===== src/rtl/seq_control_unit_if.sv =====
// seq_control_unit_if: instruction-in / datapath-controls-out bundle for seq_control_unit.
//   master: instruction register side (drives OPCODE, INSTR_VALID, SHAMT)
//   slave : control unit side (drives all datapath/PC controls, STALL, ILLEGAL)
interface seq_control_unit_if #(
  parameter int unsigned OPCODE_W = 8,
  parameter int unsigned SHAMT_W  = 3
);
  logic [OPCODE_W-1:0] OPCODE;
  logic                INSTR_VALID;
  logic [SHAMT_W-1:0]  SHAMT;

  logic                WRITEENABLE;
  logic                ALUSRC;
  logic [2:0]          ALUOP;
  logic                NEMUX;
  logic                BRANCH;
  logic                BNE;
  logic                JUMP;
  logic [1:0]          SHIFTOP;
  logic                SHIFT_STEP;
  logic                STALL;
  logic                ILLEGAL;

  modport master (
    output OPCODE, INSTR_VALID, SHAMT,
    input  WRITEENABLE, ALUSRC, ALUOP, NEMUX, BRANCH, BNE, JUMP,
           SHIFTOP, SHIFT_STEP, STALL, ILLEGAL
  );

  modport slave (
    input  OPCODE, INSTR_VALID, SHAMT,
    output WRITEENABLE, ALUSRC, ALUOP, NEMUX, BRANCH, BNE, JUMP,
           SHIFTOP, SHIFT_STEP, STALL, ILLEGAL
  );
endinterface


===== src/rtl/seq_control_unit.sv =====
// seq_control_unit: registered opcode decoder that sequences multi-cycle ops
// (iterative multiply, bit-serial shifts), holding controls and raising STALL
// until the last cycle, which carries the register-file write.
//   CLK, RESET_N : clock, async active-low reset
//   bus (slave)  : OPCODE/INSTR_VALID/SHAMT in; WRITEENABLE, ALUSRC, ALUOP,
//                  NEMUX, BRANCH, BNE, JUMP, SHIFTOP, SHIFT_STEP, STALL,
//                  ILLEGAL out (all registered)
// Build option: SEQ_CU_MULT_EN enables the mult opcode (0x09); without it
// 0x09 decodes as illegal and the counter is only SHAMT_W bits wide.
module seq_control_unit #(
  parameter int unsigned OPCODE_W    = 8,
  parameter int unsigned MULT_CYCLES = 3,
  parameter int unsigned SHAMT_W     = 3
) (
  input  logic             CLK,
  input  logic             RESET_N,
  seq_control_unit_if.slave bus
);

  if (MULT_CYCLES < 2 || MULT_CYCLES > 16) begin : g_bad_mult_cycles
    $error("seq_control_unit: MULT_CYCLES must be in 2..16");
  end

`ifdef SEQ_CU_MULT_EN
  localparam int unsigned SHIFT_SPAN = 1 << SHAMT_W;
  localparam int unsigned CNT_SPAN   = (MULT_CYCLES > SHIFT_SPAN) ? MULT_CYCLES : SHIFT_SPAN;
  localparam int unsigned CNT_W      = $clog2(CNT_SPAN);
  localparam logic [CNT_W-1:0] MULT_LAST = CNT_W'(MULT_CYCLES - 1);
`else
  localparam int unsigned CNT_W      = SHAMT_W;
`endif

  localparam logic [4:0] OP_ADD  = 5'h00;
  localparam logic [4:0] OP_SUB  = 5'h01;
  localparam logic [4:0] OP_AND  = 5'h02;
  localparam logic [4:0] OP_OR   = 5'h03;
  localparam logic [4:0] OP_MOV  = 5'h04;
  localparam logic [4:0] OP_LDI  = 5'h05;
  localparam logic [4:0] OP_J    = 5'h06;
  localparam logic [4:0] OP_BEQ  = 5'h07;
  localparam logic [4:0] OP_BNE  = 5'h08;
  localparam logic [4:0] OP_MULT = 5'h09;
  localparam logic [4:0] OP_SLL  = 5'h0A;
  localparam logic [4:0] OP_SRL  = 5'h0B;
  localparam logic [4:0] OP_SRA  = 5'h0C;
  localparam logic [4:0] OP_ROR  = 5'h0D;

  typedef enum logic {IDLE, BUSY} state_e;

  state_e           state_q, state_d;
  logic [CNT_W-1:0] cnt_q, cnt_d;
  logic             we_q, we_d;
  logic             alusrc_q, alusrc_d;
  logic [2:0]       aluop_q, aluop_d;
  logic             nemux_q, nemux_d;
  logic             branch_q, branch_d;
  logic             bne_q, bne_d;
  logic             jump_q, jump_d;
  logic [1:0]       shiftop_q, shiftop_d;
  logic             step_q, step_d;
  logic             stall_q, stall_d;
  logic             illegal_q, illegal_d;

  logic [4:0]       op5;
  logic             op_hi_bad;

  assign op5       = bus.OPCODE[4:0];
  assign op_hi_bad = (bus.OPCODE >> 5) != '0;

  // State, counter and output registers
  always_ff @(posedge CLK or negedge RESET_N) begin
    if (!RESET_N) begin
      state_q   <= IDLE;
      cnt_q     <= '0;
      we_q      <= 1'b0;
      alusrc_q  <= 1'b0;
      aluop_q   <= 3'b000;
      nemux_q   <= 1'b0;
      branch_q  <= 1'b0;
      bne_q     <= 1'b0;
      jump_q    <= 1'b0;
      shiftop_q <= 2'b00;
      step_q    <= 1'b0;
      stall_q   <= 1'b0;
      illegal_q <= 1'b0;
    end else begin
      state_q   <= state_d;
      cnt_q     <= cnt_d;
      we_q      <= we_d;
      alusrc_q  <= alusrc_d;
      aluop_q   <= aluop_d;
      nemux_q   <= nemux_d;
      branch_q  <= branch_d;
      bne_q     <= bne_d;
      jump_q    <= jump_d;
      shiftop_q <= shiftop_d;
      step_q    <= step_d;
      stall_q   <= stall_d;
      illegal_q <= illegal_d;
    end
  end

  // Decode in IDLE; in BUSY hold the datapath controls and count down
  always_comb begin
    state_d   = state_q;
    cnt_d     = cnt_q;
    we_d      = 1'b0;
    alusrc_d  = 1'b0;
    aluop_d   = 3'b000;
    nemux_d   = 1'b0;
    branch_d  = 1'b0;
    bne_d     = 1'b0;
    jump_d    = 1'b0;
    shiftop_d = 2'b00;
    step_d    = 1'b0;
    stall_d   = 1'b0;
    illegal_d = 1'b0;

    case (state_q)
      IDLE: begin
        if (bus.INSTR_VALID) begin
          if (op_hi_bad) begin
            illegal_d = 1'b1;
          end else begin
            case (op5)
              OP_ADD: begin we_d = 1'b1; aluop_d = 3'b001; alusrc_d = 1'b1; end
              OP_SUB: begin we_d = 1'b1; aluop_d = 3'b001; alusrc_d = 1'b1; nemux_d = 1'b1; end
              OP_AND: begin we_d = 1'b1; aluop_d = 3'b010; alusrc_d = 1'b1; end
              OP_OR:  begin we_d = 1'b1; aluop_d = 3'b011; alusrc_d = 1'b1; end
              OP_MOV: begin we_d = 1'b1; aluop_d = 3'b000; alusrc_d = 1'b1; end
              OP_LDI: begin we_d = 1'b1; end
              OP_J:   begin jump_d = 1'b1; end
              OP_BEQ: begin aluop_d = 3'b001; alusrc_d = 1'b1; nemux_d = 1'b1; branch_d = 1'b1; end
              OP_BNE: begin aluop_d = 3'b001; alusrc_d = 1'b1; nemux_d = 1'b1; bne_d = 1'b1; end
              OP_MULT: begin
`ifdef SEQ_CU_MULT_EN
                aluop_d = 3'b100;
                stall_d = 1'b1;
                cnt_d   = MULT_LAST;
                state_d = BUSY;
`else
                illegal_d = 1'b1;
`endif
              end
              OP_SLL, OP_SRL, OP_SRA, OP_ROR: begin
                aluop_d   = 3'b101;
                alusrc_d  = 1'b1;
                shiftop_d = 2'(op5 - OP_SLL);
                // Zero and one-bit shifts complete in a single cycle
                if (bus.SHAMT == '0) begin
                  we_d = 1'b1;
                end else if (bus.SHAMT == SHAMT_W'(1)) begin
                  we_d   = 1'b1;
                  step_d = 1'b1;
                end else begin
                  step_d  = 1'b1;
                  stall_d = 1'b1;
                  cnt_d   = CNT_W'(bus.SHAMT) - CNT_W'(1);
                  state_d = BUSY;
                end
              end
              default: illegal_d = 1'b1;
            endcase
          end
        end
      end

      BUSY: begin
        alusrc_d  = alusrc_q;
        aluop_d   = aluop_q;
        shiftop_d = shiftop_q;
        step_d    = step_q;
        cnt_d     = cnt_q - CNT_W'(1);
        // cnt_q == 1 means the coming cycle is the last one: write, release stall
        if (cnt_q == CNT_W'(1)) begin
          we_d    = 1'b1;
          state_d = IDLE;
        end else begin
          stall_d = 1'b1;
        end
      end

      default: state_d = IDLE;
    endcase
  end

  assign bus.WRITEENABLE = we_q;
  assign bus.ALUSRC      = alusrc_q;
  assign bus.ALUOP       = aluop_q;
  assign bus.NEMUX       = nemux_q;
  assign bus.BRANCH      = branch_q;
  assign bus.BNE         = bne_q;
  assign bus.JUMP        = jump_q;
  assign bus.SHIFTOP     = shiftop_q;
  assign bus.SHIFT_STEP  = step_q;
  assign bus.STALL       = stall_q;
  assign bus.ILLEGAL     = illegal_q;

endmodule


===== src/flat_wrapper.sv =====
// flat-port wrapper written by rule: the top's interface ports become plain ports
module seq_control_unit_flat 
#(
  parameter int unsigned OPCODE_W    = 8,
  parameter int unsigned MULT_CYCLES = 3,
  parameter int unsigned SHAMT_W     = 3
)
  (CLK, RESET_N, bus_OPCODE, bus_INSTR_VALID, bus_SHAMT, bus_WRITEENABLE, bus_ALUSRC, bus_ALUOP, bus_NEMUX, bus_BRANCH, bus_BNE, bus_JUMP, bus_SHIFTOP, bus_SHIFT_STEP, bus_STALL, bus_ILLEGAL);
  seq_control_unit_if #(.OPCODE_W(OPCODE_W), .SHAMT_W(SHAMT_W)) bus_i ();
  input  logic CLK;
  input  logic RESET_N;
  input wire logic [$bits(bus_i.OPCODE)-1:0] bus_OPCODE;
  input wire logic [$bits(bus_i.INSTR_VALID)-1:0] bus_INSTR_VALID;
  input wire logic [$bits(bus_i.SHAMT)-1:0] bus_SHAMT;
  output wire logic [$bits(bus_i.WRITEENABLE)-1:0] bus_WRITEENABLE;
  output wire logic [$bits(bus_i.ALUSRC)-1:0] bus_ALUSRC;
  output wire logic [$bits(bus_i.ALUOP)-1:0] bus_ALUOP;
  output wire logic [$bits(bus_i.NEMUX)-1:0] bus_NEMUX;
  output wire logic [$bits(bus_i.BRANCH)-1:0] bus_BRANCH;
  output wire logic [$bits(bus_i.BNE)-1:0] bus_BNE;
  output wire logic [$bits(bus_i.JUMP)-1:0] bus_JUMP;
  output wire logic [$bits(bus_i.SHIFTOP)-1:0] bus_SHIFTOP;
  output wire logic [$bits(bus_i.SHIFT_STEP)-1:0] bus_SHIFT_STEP;
  output wire logic [$bits(bus_i.STALL)-1:0] bus_STALL;
  output wire logic [$bits(bus_i.ILLEGAL)-1:0] bus_ILLEGAL;
  assign bus_i.OPCODE = bus_OPCODE;
  assign bus_i.INSTR_VALID = bus_INSTR_VALID;
  assign bus_i.SHAMT = bus_SHAMT;
  assign bus_WRITEENABLE = bus_i.WRITEENABLE;
  assign bus_ALUSRC = bus_i.ALUSRC;
  assign bus_ALUOP = bus_i.ALUOP;
  assign bus_NEMUX = bus_i.NEMUX;
  assign bus_BRANCH = bus_i.BRANCH;
  assign bus_BNE = bus_i.BNE;
  assign bus_JUMP = bus_i.JUMP;
  assign bus_SHIFTOP = bus_i.SHIFTOP;
  assign bus_SHIFT_STEP = bus_i.SHIFT_STEP;
  assign bus_STALL = bus_i.STALL;
  assign bus_ILLEGAL = bus_i.ILLEGAL;
  seq_control_unit #(.OPCODE_W(OPCODE_W), .MULT_CYCLES(MULT_CYCLES), .SHAMT_W(SHAMT_W)) u_core (.CLK(CLK), .RESET_N(RESET_N), .bus(bus_i));
endmodule

===== config.mk =====
export PLATFORM = sky130hd
export DESIGN_NAME = seq_control_unit_flat
export DESIGN_NICKNAME = d
export VERILOG_FILES = /design/src/rtl/seq_control_unit_if.sv /design/src/rtl/seq_control_unit.sv /design/src/flat_wrapper.sv
export SDC_FILE = /design/constraint.sdc
export NUM_CORES = 1
export LEC_CHECK = 0
export CAP_MARGIN = 20
export CORE_AREA = 2 2 43 53
export DETAILED_ROUTE_END_ITERATION = 16
export DIE_AREA = 0 0 45 55
export PLACE_DENSITY = 0.84
export SYNTH_ARGS = -nofsm -noshare
export SYNTH_HDL_FRONTEND = slang
export SYNTH_SLANG_ARGS = --single-unit
export TNS_END_PERCENT = 1

===== constraint.sdc =====
create_clock -name CLK -period 2.4 [get_ports CLK]
set_clock_uncertainty 0.2 [all_clocks]
set_input_delay 0.24 -clock CLK [delete_from_list [all_inputs] [get_ports CLK]]
set_output_delay 0.24 -clock CLK [all_outputs]
set_load 0.1 [all_outputs]

# Yosys cells after proc, flatten, opt, wreduce, memory -nomap -nowiden

Index checks and enable logic that the tools add are counted.

Add/sub/neg operators: 3
Equal/unequal tests: 19
Muxes and demuxes: 57
Bitwise operators: 1
Reductions and logical operators: 10

Operator list:

| operator                                                           | count |
|---|---|
| 1-bit 2-to-1 mux                                                   | 40 |
| 5-bit by 4-bit == test with 1-bit output, second input constant    | 5 |
| 3-bit 2-to-1 mux                                                   | 8 |
| 5-bit by 3-bit == test with 1-bit output, second input constant    | 4 |
| 13-bit OR reduction                                                | 1 |
| 3-bit one-hot mux with 4 select lines                              | 1 |
| 11-bit OR reduction                                                | 1 |
| 5-bit by 2-bit == test with 1-bit output, second input constant    | 2 |
| 2-bit != test, second input constant                               | 5 |
| 2-bit 2-to-1 mux                                                   | 4 |
| 8-bit nonzero test                                                 | 1 |
| 4-bit OR reduction                                                 | 2 |
| 3-bit by 1-bit == test with 1-bit output, second input constant    | 2 |
| 1-bit one-hot mux with 2 select lines                              | 3 |
| 3-bit one-hot mux with 2 select lines                              | 1 |
| 6-bit OR reduction                                                 | 1 |
| 3-bit by 1-bit subtractor with 3-bit output, second input constant | 2 |
| 5-bit by 1-bit == test with 1-bit output, second input constant    | 1 |
| 5-bit logical NOT                                                  | 1 |
| 5-bit AND reduction                                                | 1 |
| 3-bit logical NOT                                                  | 1 |
| 3-bit OR reduction                                                 | 1 |
| 2-bit subtractor, second input constant                            | 1 |
| 1-bit NOT                                                          | 1 |

Register bits after elaboration: 17
Input bits: 14
Output and inout port bits: 14

# Depth between registers and ports, before layout

Gate-level depths: netlist of the first run.

Word-level depth: 7
Depth in mapped cells: 6

# Worst setup path after synthesis of the first run

No wires, ideal clock.

Path kind: register -> register
Start point: register u_core.state_q
End point: register u_core.state_q
Setup time: 0.125 ns
Arrival: 1.670 ns
Required time: 2.075 ns
Path slack: 0.406 ns
Stages on the path, launching flop included: 4
Clock period less this slack: 1.994 ns
Cells stage by stage: dfrtp_1 -> clkbuf_1 -> inv_1 -> mux2_2

Longest elaborated chain between the ends: 2

Ends and longest elaborated chain:

| what                                      | RTL line               | RTL |
|---|---|---|
| start: declaration                        | seq_control_unit.sv:50 | `state_e state_q, state_d;` |
| start signal: assignment                  | seq_control_unit.sv:87 | `state_q <= state_d;` |
| 1-bit NOT (no line)                       | n/a                    |  |
| 1-bit one-hot mux with 2 select lines (*) | n/a                    |  |
| named net u_core.stall_d                  | seq_control_unit.sv:61 | `logic stall_q, stall_d;` |

The timed path passes the listed nets; every way through them passes the cells marked *.
A chain may end at the register's enable or synchronous reset.

# Worst setup path after layout of the first run

Start point: input bus_OPCODE[4]
End point: register u_core.cnt_q[2]

Longest elaborated chain between the ends: 4
Elaborated cells on any way between the ends: 7
Classes of those cells: eq/ne (5); reduce/logical (2)

Ends and longest elaborated chain:

| what                                     | RTL line                | RTL |
|---|---|---|
| start: declaration                       | flat_wrapper.sv:12      | `input wire logic [$bits(bus_i.OPCODE)-1:0] bus_OPCODE;` |
| 5-bit by 4-bit == test with 1-bit output | seq_control_unit.sv:125 | `case (op5)` |
| 4-bit OR reduction (*)                   | n/a                     |  |
| 2-bit != test (no line) (*)              | n/a                     |  |
| 5-bit AND reduction (no line) (*)        | n/a                     |  |
| end signal: assignment                   | seq_control_unit.sv:88  | `cnt_q <= cnt_d;` |
| end: declaration                         | seq_control_unit.sv:51  | `logic [CNT_W-1:0] cnt_q, cnt_d;` |

Mark *: on every way between the ends. The rest lies on a longest branch, timed or not.

==> impl_metrics.py, run 1 <==
metrics = {
    "run_status": {
        "outcome": "completed",
    },
    "synthesis": {
        "syn_inst": 89,
        "synth_nets": 108,
        "synth_cell_type_count": 26,
        "syn_area_per_cell_um2": 10.1,
        "ys.warnings.count": 0,
        "seq_area_frac_synth": 0.474,
        "yosys.area.top_type": "dfrtp_1",
        "ys_top_cells_by_area": "dfrtp_1 47%, ha_1 7.0%, o21ai_0 4.5%",
        "ys_ff_latch": 17,
        "netlist_area_um2": 898,
        "synth_top_area_frac": 0.474,
    },
    "critical_path": {
        "cp.depth": 5,
        "crit_path_end_kind": "register",
        "cp.arrival_ns": 1.92,
        "slowest_stage": "or4_4",
        "worstPathMaxFanout": 4,
        "worstSetupStartpoint": "bus_OPCODE[4]",
        "rr_startpoint": "u_core.state_q$_DFF_PN0_",
        "cp_num_buf_inv": 1,
        "worstRegToRegCells": 4,
        "crit_end": "u_core.cnt_q[2]$_DFFE_PN0P_",
        "startpoint_type": "input pin",
        "cp_cell_sequence": "clkdlybuf4s50_1 -> or4_4 -> and4bb_4 -> nor2_2 -> mux2_4",
        "reg2reg_to": "u_core.bus.SHIFT_STEP$_DFFE_PN0N_",
        "slowest_delay_ns": 0.56,
        "crit_family": "simple AND/OR/NAND/NOR gates",
        "crit_type": "in2reg",
        "critPathRequiredTime_ns": 2.39,
        "regToRegSetupSlack_ns": 0.86,
    },
    "sta": {
        "tightest_slew_ns": 0.734,
        "final-setup-viol-count": 0,
        "rsz0062_at_grt": "false",
        "slew_headroom": 0.509,
        "period_minus_slack_ns": 1.92,
        "min_period_over_period": 0.802,
        "finalMaxSlewViolations": 0,
        "max_freq_ghz": 0.520,
        "tns_ns": 0,
        "finalHoldViolations": 0,
    },
    "global_routing": {
        "grt_pass1_wl_mm": 3.05,
        "grt.total_usage": 0.176,
        "antenna_found_initial": 0,
        "grt_pass1_vias": 694,
        "gr-total-overflow": 0,
        "grt_max_degree": 18,
    },
    "placed_design": {
        "dp_hpwl_mm": 1.49,
        "port_buffers": 27,
        "place_congestion": 0.821,
    },
    "floorplanning": {
        "ioPinCount": 28,
        "rows": 18,
        "fp.dieH_um": 55,
        "initial_core_util": 0.453,
        "die_w_um": 45,
        "coreArea_um2": 1980,
        "fp.dieArea_um2": 2480,
    },
    "clocking": {
        "worstSkewPairLatency_ns": 0.30,
        "cts_hold_buf": 0,
        "cts_resized": 0,
        "clk_pin_slew_ns": 0.10,
        "cts_buffers": 3,
        "cts-root-buf": "clkbuf_4",
        "h-tree-depth": 1,
        "numClockSinks": 17,
        "postCtsSetupRepairBufs": 0,
        "clock_path_buffers": 2,
        "cts_tree": "done",
    },
    "route": {
        "antenna_left": 0,
        "post_drt_wl_per_cell_um": 13.5,
        "viasPerCell": 5.35,
        "drc": 0,
        "vias": 749,
        "drt_iter0_drc": 14,
        "firstDrtPassIters": 4,
        "wirelength_mm": 1.90,
    },
    "power_and_ir_drop": {
        "leakage_nw": 0.600,
        "total_power_w": 0.000751,
        "vdd_drop_max_v": 0.000396,
        "power_density_nw_per_um2": 627,
    },
    "hold_path": {
        "hp-class": "in2async",
    },
    "finish": {
        "regArea_um2": 425,
        "area_growth_pct": 33.3,
        "drive_gt1_frac": 0.233,
        "fill_cells": 179,
        "layout.nets": 140,
        "mostFrequentLayoutCells": "17 x buf_4, 17 x dfrtp_1, 13 x clkdlybuf4s50_1",
        "diodes": 0,
        "multi_input_area_um2": 439,
    },
    "job": {
        "drv_cap": 0,
    },
}
[layer usage]
metal	share of wire	wire length, um	up-vias	GRT usage
met5	0	0	-	0
met4	0.018	35	0	0.0735
li1	-	-	366	-
met1	0.39	736	344	0.204
met2	0.52	986	34	0.310
met3	0.072	137	5	0.0422
[cells in the mapped netlist, drive strengths merged]
cell,n
xnor2,1
a21oi,2
nor2b,3
mux2,3
clkbuf,3
or4,1
mux2i,3
nand2,10
o32a,1
xor2,2
ha,5
o21ai,8
nand3,3
dfrtp,17
inv,6
a32o,2
o2111ai,1
or2,1
nand2b,5
and4bb,1
o21bai,2
nor4,1
a211oi,1
nor2,7
[power by group]
part / total [W] / internal (W) / switching (W)
Clock: 0.000158 / 0.0000622 / 0.0000960
Combinational: 0.000253 / 0.000103 / 0.000150
Sequential: 0.000341 / 0.000318 / 0.0000221
Total: 0.000751 / 0.000484 / 0.000268
[final cells by class]
cell class / count / share of cell area
flip-flops and latches: 17 / 0.355
clock buffers: 3 / 0.0188
well taps: 20 / 0.0209
clock inverters: 1 / 0.00418
inverters: 6 / 0.0188
multi-input cells: 63 / 0.367
repair buffers: 30 / 0.215
[through the flow]
| step | worst slack (ns) | instance area [um2] | utilization | std cells | hold slack (ns) |
|---|---|---|---|---|---|
| 3_5_place_dp | 0.162 | 1170 | 0.590 | 136 | 0.277 |
| 5_1_grt | 0.344 | 1200 | 0.604 | 140 | 0.235 |
| 4_1_cts | 0.491 | 1200 | 0.604 | 140 | 0.198 |
| 2_1_floorplan | 0.406 | 898 | - | 89 | -0.256 |
| 3_3_place_gp | 0.193 | 1170 | 0.590 | 136 | 0.264 |
| 6_report | 0.476 | 1200 | 0.604 | 140 | 0.164 |
[cell families after synthesis]
kind of cell,synth area share
AOI/OAI and AO/OA,0.124
xor gates and xnor gates,0.0293
adders and majority gates,0.0696
buffers and inverters,0.0376
DFF,0.474
muxes,0.0752
and+or+nand+nor,0.191
[worst min-delay path by stage]
stage / from / end / slack, ns / depth (start not counted)
2_1_floorplan: RESET_N / u_core.bus.ALUOP[0]$_DFFE_PN0N_ / -0.26 / 0
5_1_grt: RESET_N / u_core.bus.ALUOP[2]$_DFFE_PN0N_ / 0.24 / 1
4_1_cts: RESET_N / u_core.state_q$_DFF_PN0_ / 0.20 / 1
3_3_place_gp: u_core.bus.ALUOP[2]$_DFFE_PN0N_ / u_core.bus.ALUOP[2]$_DFFE_PN0N_ / 0.26 / 2
6_report: RESET_N / u_core.bus.ALUSRC$_DFFE_PN0N_ / 0.16 / 1
3_5_place_dp: u_core.bus.ALUOP[2]$_DFFE_PN0N_ / u_core.bus.ALUOP[2]$_DFFE_PN0N_ / 0.28 / 2
No activity file was read; power rests on OpenSTA's default activity.
==> run 2, diff against run 1 <==
CORE_AREA = 2 2 47 57   (was 2 2 43 53)
DIE_AREA = 0 0 49 59   (was 0 0 45 55)
PLACE_DENSITY = 0.76   (was 0.84)
clock period = 1.7 ns   (was 2.4 ns; I/O delays follow)
==> run 2 against run 1 <==
Compared with the run above: worst hold slack gained 0.0057 ns; sequential cell count is the same; highest routed layer unchanged; largest cell class is now buffers; critical path depth is the same; wire length grew 5.4%; combinational power grew 61%; final cell count grew 16%; clock power grew 37%; sequential share of layout area shrank 6.9 points; first-iteration DRC count grew 7.1%; die area grew 17%; core utilization grew 4.5 points; via count grew 9.3%.
==> impl_metrics.py, run 2 (same netlist as run 1, synthesis figures left out) <==
metrics = {
    "run_status": {
        "outcome": "completed",
    },
    "route": {
        "drc": 0,
        "wirelength_mm": 2.00,
        "met2_length_mm": 1.09,
        "route.met3.wl_um": 88,
        "vias": 819,
        "drt-met1-wl_um": 794,
        "firstDrtPassIters": 4,
        "antenna_left": 0,
        "top_layer_used": "met4",
        "viasPerCell": 5.02,
        "drt_iter0_drc": 15,
        "post_drt_wl_per_cell_um": 12.3,
    },
    "placed_design": {
        "place_congestion": 0.801,
        "port_buffers": 27,
        "dp_slack_ns": -0.496,
        "dp_hpwl_mm": 1.59,
    },
    "global_routing": {
        "grt_pass1_vias": 800,
        "gr-total-overflow": 0,
        "grt_max_degree": 18,
        "grt_pass1_wl_mm": 3.39,
        "grt.total_usage": 0.154,
        "antenna_found_initial": 0,
    },
    "critical_path": {
        "crit_family": "simple AND/OR/NAND/NOR gates",
        "worstRegToRegCells": 6,
        "slowest_stage": "or4_4",
        "rr_startpoint": "u_core.cnt_q[0]$_DFFE_PN0P_",
        "cp.arrival_ns": 1.65,
        "reg2reg_to": "u_core.cnt_q[2]$_DFFE_PN0P_",
        "crit_type": "in2reg",
        "startpoint_type": "input pin",
        "cp_cell_sequence": "dlygate4sd2_1 -> or4_4 -> and4bb_4 -> nor2_4 -> mux2_4",
        "critPathRequiredTime_ns": 1.69,
        "slowest_delay_ns": 0.53,
        "regToRegSetupSlack_ns": 0.10,
        "cp_num_buf_inv": 1,
        "worstPathMaxFanout": 3,
        "crit_path_end_kind": "register",
    },
    "sta": {
        "tightest_slew_ns": 0.249,
        "finalHoldViolations": 0,
        "min_period_over_period": 0.976,
        "final-setup-viol-count": 0,
        "setup_slack_ns": 0.0405,
        "whs_ns": 0.170,
        "period_minus_slack_ns": 1.66,
        "max_freq_ghz": 0.603,
        "rsz0062_at_grt": "false",
        "finalMaxSlewViolations": 0,
        "slew_headroom": 0.832,
    },
    "finish": {
        "area_growth_pct": 66.7,
        "layout.nets": 152,
        "diodes": 0,
        "layout_commonest_cell": "dfrtp_1",
        "mostFrequentLayoutCells": "16 x dfrtp_1, 14 x buf_12, 14 x buf_4",
        "drive_gt1_frac": 0.333,
        "fill_cells": 184,
    },
    "clocking": {
        "cts-root-buf": "clkbuf_4",
        "numClockSinks": 17,
        "cts_tree": "done",
        "clk_pin_slew_ns": 0.10,
        "worstSkewPairLatency_ns": 0.29,
        "clock_path_buffers": 2,
        "cts_buffers": 3,
        "h-tree-depth": 1,
    },
    "power_and_ir_drop": {
        "leakage_nw": 0.701,
        "total_power_w": 0.00111,
        "power_density_nw_per_um2": 742,
        "vdd_drop_max_v": 0.000811,
    },
    "floorplanning": {
        "fp.dieH_um": 59,
        "die_w_um": 49,
        "initial_core_util": 0.390,
        "rows": 19,
        "ioPinCount": 28,
        "coreArea_um2": 2310,
        "fp.dieArea_um2": 2890,
    },
    "hold_path": {
        "hold_depth": 4,
        "hp-class": "in2reg",
        "hp-start": "bus_OPCODE[4]",
        "hold_end": "u_core.bus.WRITEENABLE$_DFF_PN0_",
    },
    "job": {
        "drv_cap": 0,
    },
}
run 2: cell count changes in the layout (fill, tap and decap cells not counted), sizes merged:
cell and change:
clkdlybuf4s50 -5, buf +11, dlygate4sd2 +5, dlygate4sd3 +1
run 2: final cells by class:
type                            instances  area (um2)  share of cell area
Timing Repair Buffer                   42         519               0.347
Multi-Input combinational cell         63         460               0.307
Sequential cell                        17         429               0.287
Tap cell                               31        38.8              0.0259
Clock buffer                            3        22.5              0.0150
Inverter                                6        22.5              0.0150
Clock inverter                          1        5.00             0.00334
run 2: per-layer routing:
layer,vias to the layer above,global-route usage
met5,-,0
met4,0,0.0735
met3,4,0.0253
met2,30,0.276
met1,390,0.181
li1,395,-
run 2: worst max-delay path by stage:
stage                                      startpoint                           endpoint  slack (ns)  depth (start not counted)
after floorplan                         bus_OPCODE[4]        u_core.cnt_q[2]$_DFFE_PN0P_       0.002                          4
after global placement                  bus_OPCODE[4]        u_core.cnt_q[2]$_DFFE_PN0P_       -0.41                          5
after detailed placement                bus_OPCODE[4]  u_core.bus.SHIFT_STEP$_DFFE_PN0N_       -0.50                          6
after CTS                                bus_SHAMT[1]        u_core.cnt_q[2]$_DFFE_PN0P_       0.002                          7
after global routing      u_core.cnt_q[0]$_DFFE_PN0P_        u_core.cnt_q[2]$_DFFE_PN0P_        0.01                          6
final                                   bus_OPCODE[7]        u_core.cnt_q[2]$_DFFE_PN0P_        0.04                          5
run 2: through the flow:
step / util / instances / TNS [ns] / area [um2]
floorplan: - / 89 / 0 / 902
detailed placement: 0.627 / 158 / -6.13 / 1450
global placement: 0.627 / 158 / -5.19 / 1450
finish: 0.649 / 163 / 0 / 1500
global route: 0.649 / 163 / 0 / 1500
CTS: 0.645 / 163 / 0 / 1490
run 2: where the power goes:
group | internal [W] | switching [W]
registers | 0.000452 | 0.0000356
logic | 0.000189 | 0.000219
clock network | 0.0000876 | 0.000128
total | 0.000729 | 0.000382
run 2: worst register-to-register path: stages (launching register included):
cell and delay, ns:
dfrtp_1 0.41, inv_1 0.06, ha_1 0.20, xor2_1 0.14, nand2_1 0.08, o21ai_0 0.12
mux2_4 0.28
run 2: timing repair:
item                       CTS  global route
gates resized for setup      9             1
hold endpoints to repair    17             0
setup buffers                0             0
pin swaps                    4             0
setup endpoints to repair   14             2
hold buffers                 1             0
